[config.mk]
export PLATFORM = sky130hd
export DESIGN_NAME = find_ones_multilane
export DESIGN_NICKNAME = d
export VERILOG_FILES = /design/src/rtl/find_ones_pkg.sv /design/src/rtl/find_ones_lane_pick.sv /design/src/rtl/find_ones_multilane.sv
export SDC_FILE = /design/constraint.sdc
export NUM_CORES = 1
export LEC_CHECK = 0
export ABC_AREA = 1
export CORE_ASPECT_RATIO = 0.8
export CORE_MARGIN = 2
export CORE_UTILIZATION = 28
export DETAILED_ROUTE_END_ITERATION = 16
export PLACE_DENSITY_LB_ADDON = 0.3
export SYNTH_ARGS = -nofsm -noshare
export SYNTH_HDL_FRONTEND = slang
export SYNTH_SLANG_ARGS = --single-unit
[constraint.sdc]
create_clock -name clk_i -period 4.2 [get_ports clk_i]
set_input_delay 0.63 -clock clk_i [delete_from_list [all_inputs] [get_ports clk_i]]
set_output_delay 0.63 -clock clk_i [all_outputs]
set_load 0.005 [all_outputs]
[src/rtl/find_ones_pkg.sv]
// rtl/find_ones_pkg.sv - shared types for the multi-lane set-bit scanner
package find_ones_pkg;

    typedef enum logic [1:0] {
        ST_IDLE   = 2'd0,
        ST_EMIT   = 2'd1,
        ST_FINISH = 2'd2
    } fo_state_e;

    typedef enum logic {
        ORDER_ASC  = 1'b0,
        ORDER_DESC = 1'b1
    } scan_order_e;

endpackage

[src/rtl/find_ones_lane_pick.sv]
// rtl/find_ones_lane_pick.sv - picks the first LANES set bits of a vector in scan order
module find_ones_lane_pick
    import find_ones_pkg::*;
#(
    parameter int N     = 16,
    parameter int LANES = 2,
    parameter int LOGN  = $clog2(N)
) (
    input  logic [N-1:0]          vec_i,
    input  scan_order_e           order_i,
    output logic [LANES*LOGN-1:0] pos_o,
    output logic [LANES-1:0]      lane_valid_o,
    output logic [N-1:0]          mask_o
);

    logic [N-1:0] left;
    logic         found;
    int           idx;

    // Each lane takes the first remaining set bit, then removes it for the next lane.
    always_comb begin
        left         = vec_i;
        pos_o        = '0;
        lane_valid_o = '0;
        mask_o       = '0;
        found        = 1'b0;
        idx          = 0;
        for (int l = 0; l < LANES; l++) begin
            found = 1'b0;
            idx   = 0;
            for (int b = 0; b < N; b++) begin
                if (!found) begin
                    idx = (order_i == ORDER_DESC) ? (N - 1 - b) : b;
                    if (left[idx]) begin
                        found = 1'b1;
                    end
                end
            end
            if (found) begin
                left[idx]                = 1'b0;
                mask_o[idx]              = 1'b1;
                lane_valid_o[l]          = 1'b1;
                pos_o[l*LOGN +: LOGN]    = LOGN'(idx);
            end
        end
    end

endmodule

[src/rtl/find_ones_multilane.sv]
// rtl/find_ones_multilane.sv - emits set-bit positions of a vector, LANES per beat
module find_ones_multilane
    import find_ones_pkg::*;
#(
    parameter int N     = 16,
    parameter int LANES = 2,
    localparam int LOGN = $clog2(N)
) (
    input  logic                  clk_i,
    input  logic                  rst_i,
    input  logic                  start_i,
    input  logic [N-1:0]          data_i,
    input  logic                  msb_first_i,
    input  logic                  abort_i,
    output logic                  ready_o,
    output logic                  out_valid_o,
    input  logic                  out_ready_i,
    output logic [LANES*LOGN-1:0] out_pos_o,
    output logic [LANES-1:0]      out_lane_valid_o,
    output logic                  out_last_o,
    output logic [LOGN:0]         count_o,
    output logic                  done_o,
    output logic                  empty_o
);

    fo_state_e             state_q, state_d;
    scan_order_e           order_q, order_d;
    logic [N-1:0]          rem_q, rem_d;
    logic [LANES*LOGN-1:0] pos_q, pos_d;
    logic [LANES-1:0]      lv_q, lv_d;
    logic                  last_q, last_d;
    logic [LOGN:0]         count_q, count_d;
    logic                  empty_q, empty_d;

    logic [N-1:0]          pick_vec;
    scan_order_e           pick_order;
    logic [LANES*LOGN-1:0] pick_pos;
    logic [LANES-1:0]      pick_lv;
    logic [N-1:0]          pick_mask;
    logic [N-1:0]          pick_left;
    logic [LOGN:0]         pop;

    find_ones_lane_pick #(.N(N), .LANES(LANES), .LOGN(LOGN)) u_pick (
        .vec_i        (pick_vec),
        .order_i      (pick_order),
        .pos_o        (pick_pos),
        .lane_valid_o (pick_lv),
        .mask_o       (pick_mask)
    );

    assign pick_left = pick_vec & ~pick_mask;

    always_comb begin
        pop = '0;
        for (int b = 0; b < N; b++) begin
            pop = pop + (LOGN+1)'(data_i[b]);
        end
    end

    // rem_q holds only the bits not yet presented, so out_last is known when a beat is loaded.
    always_comb begin
        state_d    = state_q;
        order_d    = order_q;
        rem_d      = rem_q;
        pos_d      = pos_q;
        lv_d       = lv_q;
        last_d     = last_q;
        count_d    = count_q;
        empty_d    = empty_q;
        pick_vec   = rem_q;
        pick_order = order_q;
        case (state_q)
            ST_IDLE: begin
                pick_vec   = data_i;
                pick_order = scan_order_e'(msb_first_i);
                if (start_i) begin
                    order_d = scan_order_e'(msb_first_i);
                    count_d = pop;
                    empty_d = (data_i == '0);
                    rem_d   = pick_left;
                    pos_d   = pick_pos;
                    lv_d    = pick_lv;
                    last_d  = (data_i != '0) && (pick_left == '0);
                    state_d = (data_i == '0) ? ST_FINISH : ST_EMIT;
                end
            end
            ST_EMIT: begin
                if (abort_i || (out_ready_i && last_q)) begin
                    rem_d   = '0;
                    pos_d   = '0;
                    lv_d    = '0;
                    last_d  = 1'b0;
                    state_d = abort_i ? ST_IDLE : ST_FINISH;
                end else if (out_ready_i) begin
                    rem_d  = pick_left;
                    pos_d  = pick_pos;
                    lv_d   = pick_lv;
                    last_d = (pick_left == '0);
                end
            end
            ST_FINISH: state_d = ST_IDLE;
            default:   state_d = ST_IDLE;
        endcase
    end

    always_ff @(posedge clk_i or posedge rst_i) begin
        if (rst_i) begin
            state_q <= ST_IDLE;
            order_q <= ORDER_ASC;
            rem_q   <= '0;
            pos_q   <= '0;
            lv_q    <= '0;
            last_q  <= 1'b0;
            count_q <= '0;
            empty_q <= 1'b0;
        end else begin
            state_q <= state_d;
            order_q <= order_d;
            rem_q   <= rem_d;
            pos_q   <= pos_d;
            lv_q    <= lv_d;
            last_q  <= last_d;
            count_q <= count_d;
            empty_q <= empty_d;
        end
    end

    assign ready_o          = (state_q == ST_IDLE);
    assign out_valid_o      = (state_q == ST_EMIT);
    assign out_pos_o        = pos_q;
    assign out_lane_valid_o = lv_q;
    assign out_last_o       = last_q;
    assign count_o          = count_q;
    assign empty_o          = empty_q;
    assign done_o           = (state_q == ST_FINISH) && !abort_i;

endmodule

==> results.txt, run 1 <==
----------------------------------------------------
[Run status]
  Status ... complete, but fails checks
  Violations in the final reports ... setup timing

[Global routing]
  GR Overflow Total ... 0
  Via count of the first global-routing pass ... 4668
  Number of antenna violations at the first check in global routing ... 0
  Maximum number of pins on one net before global-route repair ... 38
  Wire length of the first global-routing pass ... 23.87 mm
  Tot GR Track Use ... 0.1964

[Route]
  Number of search-and-repair iterations in the first detailed-routing pass ... 5
  Total number of vias ... 4816
  Final antenna-violating net count ... 0
  Number of vias per cell after detailed routing ... 4.759
  Avg WL per Cell ... 14.99 µm
  Routed wire length ... 15.17 mm
  Total DRC errors in the routed layout ... 0
  Detailed Route Iter0 Violations ... 280

[Yosys]
  Net count of the mapped netlist ... 641
  EDFF count, synth ... 0
  Area share of the leading cell type in the synthesized netlist ... 0.2256
  Flip-flop and latch count after synthesis ... 36
  Cell area after technology mapping ... 3994 µm²
  Cell count after synthesis ... 603
  Share of synthesized area occupied by flip-flops and latches ... 0.2256
  Synth warnings ... 0
  Yosys top cell by area ... sky130_fd_sc_hd__dfrtp_1
  Top FF cell, synth ... sky130_fd_sc_hd__dfrtp_1
  Share of async-settable or async-resettable flops after synthesis ... 1.000
  Number of library cell types mapped by synthesis ... 39
  Main area contributors after synthesis ... sky130_fd_sc_hd__dfrtp_1 (23%), sky130_fd_sc_hd__nand2_1 (14%), sky130_fd_sc_hd__inv_1 (10%)
  Syn avg cell area ... 6.623 µm²

[STA]
  Max transition margin ... 0.5322
  Setup repair after global routing missed its margin ... true
  Fin worst setup slack ... -0.7029 ns
  Slew at the pin closest to its max-slew limit ... 0.7017 ns
  Count of endpoints failing setup in the final report ... 22
  Number of failing hold endpoints at the final stage ... 0
  Clock period minus worst slack ... 4.903 ns
  Accumulated negative setup slack ... -11.21 ns
  Final max-slew violation count ... 0
  Share of the cycle needed by the critical path after routing ... 1.167
  Highest clock frequency the design can meet ... 204.0 MHz
  Worst setup skew after layout ... 0.003898 ns

[Placement]
  Routability cong. ... 0.9444
  Total cell area at the placement stage ... 5615 µm²
  HPWL after DPL ... 11.40 mm
  Quantity of I/O buffers inserted on ports ... 41
  Cell count after placement ... 953

[Critical path]
  CP peak stage delay ... 0.42 ns
  CP delay by family, top ... simple AND/OR/NAND/NOR gates
  WP buf/inv ... 7
  Data required time of the critical path ... 4.40 ns
  Setup crit end kind ... register
  Cell type of the slowest stage on the worst timing path ... sky130_fd_sc_hd__dfrtp_2
  Critical Path Start Type ... register
  Worst path most repeated cell ... sky130_fd_sc_hd__nor2_4
  CP max FO ... 9
  R2R Setup Slk ... -0.70 ns
  Worst reg-to-reg path cell count ... 40
  Start-to-end type of the worst setup path ... reg2reg
  Critical register-to-register path endpoint ... out_last_o
  Arrival time of the worst setup path ... 5.11 ns
  Reg-to-reg startpoint ... state_q[0]

[CTS]
  Number of buffers created by CTS ... 5
  CTS tree ... yes
  Clock Sink Count ... 36
  Maximum level of the CTS H-tree ... 2
  Root buffer cell ... sky130_fd_sc_hd__clkbuf_16
  Number of buffers on the longest clock path ... 2
  Clock-pin slew on the worst setup and hold paths ... 0.06 ns
  Clock latency on the worst-skew pair ... 0.28 ns

[Power and ir drop]
  Total leakage power ... 3.385 nW
  Psw ... 0.003340 W
  Fraction of power consumed by combinational cells ... 0.855
  Relative contribution of sequential cells to total power ... 0.091
  Clk network pwr share ... 0.054
  Switching Fraction ... 0.4985
  Power density over the cells ... 980.9 nW/µm²
  Worst-case vdd ir drop ... 412.2 µV
  Internal power consumption ... 0.003360 W
  Post-layout total power ... 0.006700 W

[Worst hold path]
  Worst hold path cell count ... 2
  Start point of the worst min-delay path ... count_o[0]
  Sink of the worst hold path ... count_o[0]
  Hold/Removal Path Class ... reg2reg

[Floorplan]
  Overall die width ... 137.5 µm
  Core region area ... 14100 µm²
  Row cnt ... 39
  # IOs ... 42
  Die height ... 110.8 µm
  Area of the die ... 15240 µm²
  Initial core utilization ... 0.2832

[Final layout]
  Share of the core filled with cells ... 0.4843
  Non-Filler Instances ... 1012
  Filler Cell Count ... 1359
  Final Net Count ... 865
  Finished layout cell area ... 6830 µm²
  Antenna cells ... 0
  Area Overhead vs Synth ... 71.02%
  Share of cells above drive strength 1 ... 0.4360

[Run]
  Max-capacitance violation count ... 0

----------------------------------------------------
[metrics by stage]
stage                     worst slack (ns)  hold slack (ns)
after floorplan                     0.1261           0.4724
after global placement             -0.9377           0.4654
after detailed placement           -0.9497           0.4738
after CTS                          -0.4147           0.4899
after global routing                -1.088           0.5040
final                              -0.7029           0.4831
[sequential cells by signal, indices dropped and copies added (netlist names)]
| signal | cells |
|---|---|
| rem_q | 16 |
| out_pos_o | 8 |
| count_o | 5 |
| out_lane_valid_o | 2 |
| state_q | 2 |
| empty_o | 1 |
| order_q | 1 |
| out_last_o | 1 |
[cell usage after synthesis (2+ instances only)]
master and count:
sky130_fd_sc_hd__a21oi_1 6, sky130_fd_sc_hd__buf_2 2, sky130_fd_sc_hd__o21ai_0 32, sky130_fd_sc_hd__nor2_4 7, sky130_fd_sc_hd__nand2_1 154, sky130_fd_sc_hd__nand3b_1 3, sky130_fd_sc_hd__nand4_2 8, sky130_fd_sc_hd__ha_1 6
sky130_fd_sc_hd__o21a_1 4, sky130_fd_sc_hd__o22ai_1 22, sky130_fd_sc_hd__xor2_1 2, sky130_fd_sc_hd__nand2_4 8, sky130_fd_sc_hd__nor3_1 2, sky130_fd_sc_hd__buf_4 7, sky130_fd_sc_hd__nand3_1 51, sky130_fd_sc_hd__inv_1 108
sky130_fd_sc_hd__clkbuf_1 4, sky130_fd_sc_hd__inv_2 12, sky130_fd_sc_hd__o211ai_1 3, sky130_fd_sc_hd__nand4_1 21, sky130_fd_sc_hd__o21bai_2 2, sky130_fd_sc_hd__nor2_2 8, sky130_fd_sc_hd__buf_6 4, sky130_fd_sc_hd__nand3_2 8
sky130_fd_sc_hd__nand3_4 2, sky130_fd_sc_hd__nand2_2 15, sky130_fd_sc_hd__nor4_1 3, sky130_fd_sc_hd__o21ai_2 3, sky130_fd_sc_hd__dfrtp_1 36, sky130_fd_sc_hd__nor2_1 34, sky130_fd_sc_hd__fa_1 10, sky130_fd_sc_hd__o21ai_1 9
[worst min-delay path: stages, from the launching register on]
cell                      delay [ns]
sky130_fd_sc_hd__dfrtp_1        0.34
sky130_fd_sc_hd__nand2_1        0.05
sky130_fd_sc_hd__nand2_1        0.06
[placed cells by master (no fill, tap or decap), drive strengths merged]
master         instances
nor2                  50
a31oi                  1
o21ai                 44
clkdlybuf4s50         36
buf                  193
inv                  120
xor2                   2
nor4                   3
o22ai                 22
nand2                177
nand3                 61
dfrtp                 36
nand3b                 3
a21oi                  7
dlygate4sd2            5
o21bai                 2
clkinv                 2
nor3                   2
o211ai                 3
fa                    10
o21a                   4
nand4                 30
a22o                   1
ha                     6
o221a                  1
clkbuf                 7
[logic make-up (layout without fill, tap and decap cells)]
logic type,Yosys count,after routing,share of synthesized area
and+or+nand+nor,326,326,0.4289
buffers and inverters,138,363,0.1447
AOI/OAI and AO/OA,85,85,0.1275
DFF,36,36,0.2256
adders and majority gates,16,16,0.06892
xor gates and xnor gates,2,2,0.004387
[power groups by stage]
| stage | Clock [W] | Combinational (W) | Sequential, W |
|---|---|---|---|
| floorplan | 0 | 0.00234 | 0.000584 |
| global placement | 0 | 0.00421 | 0.000600 |
| detailed placement | 0 | 0.00422 | 0.000604 |
| CTS | 0.000369 | 0.00474 | 0.000606 |
| global route | 0.000386 | 0.00618 | 0.000630 |
| finish | 0.000361 | 0.00573 | 0.000608 |
[worst max-delay path by stage]
stage                start  cells past startpoint  slack, ns         end
2_1_floorplan  msb_first_i                     35       0.13  out_last_o
3_3_place_gp   msb_first_i                     35      -0.94  out_last_o
3_5_place_dp     data_i[4]                     35      -0.95  out_last_o
4_1_cts         state_q[0]                     35      -0.41  out_last_o
5_1_grt         state_q[1]                     41      -1.09  out_last_o
6_report        state_q[0]                     40      -0.70  out_last_o
[layout make-up]
class                           instances  area (µm²)  area share
Multi-Input combinational cell        429        3082      0.4512
Clock buffer                            7       132.6     0.01942
Clock inverter                          1       8.758    0.001282
Inverter                              121       466.7     0.06833
Timing Repair Buffer                  234        2008      0.2940
Tap cell                              184       230.2     0.03371
Sequential cell                        36       902.1      0.1321
[metal layers]
layer  vias up  global-route usage  share of wire
met2       111              0.3012           0.45
met4         0             0.02543         0.0080
met3        13             0.01509          0.041
met1      2296              0.3057           0.50
li1       2396                   -              -
met5         -                   0              0
[timing repair]
action                                  in CTS  in global routing
setup buffers                               29                 25
endpoints found under the setup margin      22                 25
resized for setup                           62                100
endpoints found under the hold margin        0                  0
hold buffers                                 0                  0
gates cloned                                 1                  0
pin swaps                                   29                 52
Note: power is estimated with default switching activity, not from simulation.
==> run 2, diff against run 1 <==
--- a/config.mk
+++ b/config.mk
@@ -9,6 +9,7 @@
 export CORE_ASPECT_RATIO = 0.8
 export CORE_MARGIN = 2
 export CORE_UTILIZATION = 28
+export CTS_BUF_LIST = sky130_fd_sc_hd__clkbuf_4
 export DETAILED_ROUTE_END_ITERATION = 16
 export PLACE_DENSITY_LB_ADDON = 0.3
 export SYNTH_ARGS = -nofsm -noshare
==> results.txt, run 2 (synthesis results as in run 1) <==
----------------------------------------------------
[CTS]
  Number of buffers created by CTS ... 5 (unchanged)
  Number of hold buffers added after CTS ... 0 (unchanged)
  Root buffer cell ... sky130_fd_sc_hd__clkbuf_4
  CTS tree ... yes
  Clock Sink Count ... 36 (unchanged)
  Clock latency on the worst-skew pair ... 0.34 ns (+0.06 ns)
  Maximum level of the CTS H-tree ... 2 (unchanged)
  Clock-pin slew on the worst setup and hold paths ... 0.12 ns (+0.06 ns)
  Number of buffers on the longest clock path ... 2 (unchanged)

[Power and ir drop]
  Relative contribution of sequential cells to total power ... 0.098 (+0.007)
  Total leakage power ... 3.276 nW (-3.2%)
  Psw ... 0.003170 W (-5.1%)
  Worst-case vdd ir drop ... 405.7 µV (-1.6%)
  Clk network pwr share ... 0.033 (-0.021)
  Power density over the cells ... 944.2 nW/µm² (-3.7%)
  Switching Fraction ... 0.5133 (+0.01478)
  Fraction of power consumed by combinational cells ... 0.870 (+0.015)
  Internal power consumption ... 0.003006 W (-11%)

[Placement]
  Routability cong. ... 0.9444 (unchanged)
  Total cell area at the placement stage ... 5615 µm² (unchanged)
  Quantity of I/O buffers inserted on ports ... 41 (unchanged)
  Worst-case setup slack after placement ... -0.9497 ns (unchanged)
  HPWL after DPL ... 11.40 mm (unchanged)

[Final layout]
  Antenna cells ... 0 (unchanged)
  Share of cells above drive strength 1 ... 0.4132 (-0.02279)
  Area Overhead vs Synth ... 63.78%
  Finished layout cell area ... 6541 µm² (-4.2%)
  Register with the most flip-flops ... rem_q
  Most common library cell in the layout ignoring fill and taps ... sky130_fd_sc_hd__buf_4
  Final Net Count ... 855 (-1.2%)
  Share of the core filled with cells ... 0.4638 (-0.02049)
  Max FFs per register ... 16 (unchanged)
  Filler Cell Count ... 1369 (+0.74%)
  Most used cells in the layout excluding fill and tap cells ... sky130_fd_sc_hd__buf_4 (164), sky130_fd_sc_hd__nand2_1 (124), sky130_fd_sc_hd__inv_1 (105)

[STA]
  Final max-slew violation count ... 0 (unchanged)
  Max transition margin ... 0.5200 (-0.01219)
  Count of endpoints failing setup in the final report ... 22 (unchanged)
  Setup repair after global routing missed its margin ... true
  Slew at the pin closest to its max-slew limit ... 0.7200 ns (+0.01829 ns)
  Highest clock frequency the design can meet ... 206.9 MHz (+1.5%)
  Share of the cycle needed by the critical path after routing ... 1.151 (-0.01673)
  Worst setup skew after layout ... 0.007955 ns (+0.004056 ns)
  Number of failing hold endpoints at the final stage ... 0 (unchanged)
  Fin worst setup slack ... -0.6326 ns (+0.07028 ns)
  Clock period minus worst slack ... 4.833 ns (-0.07028 ns)

[Global routing]
  Maximum number of pins on one net before global-route repair ... 38 (unchanged)
  Tot GR Track Use ... 0.1944 (-0.001929)
  GR Overflow Total ... 0 (unchanged)
  Wire length of the first global-routing pass ... 23.52 mm (-1.5%)
  Number of antenna violations at the first check in global routing ... 0 (unchanged)
  Via count of the first global-routing pass ... 4626 (-0.90%)

[Route]
  Total DRC errors in the routed layout ... 0 (unchanged)
  Number of search-and-repair iterations in the first detailed-routing pass ... 5 (unchanged)
  Total number of vias ... 4820 (+0.083%)
  Number of vias per cell after detailed routing ... 4.810 (+1.1%)
  Avg WL per Cell ... 14.73 µm (-1.8%)
  Routed wire length ... 14.76 mm (-2.7%)
  Detailed Route Iter0 Violations ... 299 (+6.8%)
  Final antenna-violating net count ... 0 (unchanged)

[Floorplan]
  Row cnt ... 39 (unchanged)
  Initial core utilization ... 0.2832 (unchanged)
  Overall die width ... 137.5 µm (unchanged)
  Core region area ... 14100 µm² (unchanged)
  # IOs ... 42 (unchanged)
  Area of the die ... 15240 µm² (unchanged)
  Die height ... 110.8 µm (unchanged)

[Run status]
  Status ... complete, but fails checks
  Violations in the final reports ... setup timing

[Critical path]
  Worst path most repeated cell ... sky130_fd_sc_hd__nor2_4
  Critical Path Start Type ... register
  Data required time of the critical path ... 4.47 ns (+0.07 ns)
  Setup crit end kind ... register
  CP max FO ... 8 (-1)
  Cell type of the slowest stage on the worst timing path ... sky130_fd_sc_hd__dfrtp_2
  Worst reg-to-reg path cell count ... 37 (-7.5%)
  CP peak stage delay ... 0.45 ns (+0.03 ns)
  Arrival time of the worst setup path ... 5.11 ns (about the same)
  Start-to-end type of the worst setup path ... reg2reg

[Worst hold path]
  Hold/Removal Path Class ... reg2reg
  Worst hold path cell count ... 2 (unchanged)

[Run]
  Max-capacitance violation count ... 0 (unchanged)

----------------------------------------------------
## run 2: cell count changes in the layout (fill, tap and decap cells not counted), sizes merged
cell	previous run	this run
buf	193	182
dlygate4sd2	5	0
clkdlybuf4s50	36	40
dlymetal6s2s	0	1
nand2	177	178
## run 2: timing repair
item                       4_1_cts  5_1_grt
pin swaps                       16       46
resized for setup               54       73
gates cloned                     2        1
setup buffers                   23       15
setup endpoints to repair       22       22
## run 2: path summary, 6_finish.rpt
kind	start	end	slack, ns
setup / recovery	state_q[0]	out_last_o	-0.63
hold / removal	count_o[0]	count_o[0]	0.50
setup reg to reg	state_q[0]	out_last_o	-0.63
hold reg to reg	count_o[0]	count_o[0]	0.50
max in group asynchronous	rst_i	rem_q[6]	2.80
min in group asynchronous	rst_i	empty_o	0.68
## run 2: final cells by class
class / count / area (µm²) / area share
tap: 184 / 230.2 / 0.03520
timing repair buffer: 223 / 1914 / 0.2927
sequential: 36 / 902.1 / 0.1379
clock inverter: 1 / 8.758 / 0.001339
multi-input combinational: 430 / 2964 / 0.4531
inverter: 121 / 469.2 / 0.07173
clock buffer: 7 / 52.55 / 0.008034
## run 2: routing by layer
metal,GRT usage,part of all wire,up-vias
met3,0.01829,0.051,15
met5,0,0,-
met1,0.3000,0.50,2281
met2,0.2959,0.44,150
li1,-,-,2374
met4,0.03162,0.011,0
## run 2: power groups by stage
stage / logic, W / registers, W / clock network [W]
2_1_floorplan: 0.00234 / 0.000584 / 0
3_3_place_gp: 0.00421 / 0.000600 / 0
3_5_place_dp: 0.00422 / 0.000604 / 0
4_1_cts: 0.00478 / 0.000598 / 0.000210
5_1_grt: 0.00581 / 0.000624 / 0.000226
6_report: 0.00537 / 0.000603 / 0.000201
## run 2: worst max-delay path: cells and delay by family (launching register included)
| kind | cells | cell delay (ns) |
|---|---|---|
| AND/OR/NAND/NOR | 31 | 3.60 |
| flip-flops | 1 | 0.45 |
| buffers and inverters | 4 | 0.41 |
| AO/OA/AOI/OAI | 2 | 0.31 |
## run 2: metrics by stage
stage	std cells	power, W	hold slack [ns]	setup TNS (ns)
3_5_place_dp	953	0.004823	0.4738	-16.62
2_1_floorplan	603	0.002926	0.4724	0
5_1_grt	1002	0.006665	0.5200	-17.07
6_report	1002	0.006176	0.4982	-10.28
4_1_cts	986	0.005593	0.5056	-5.054
3_3_place_gp	953	0.004807	0.4654	-16.70
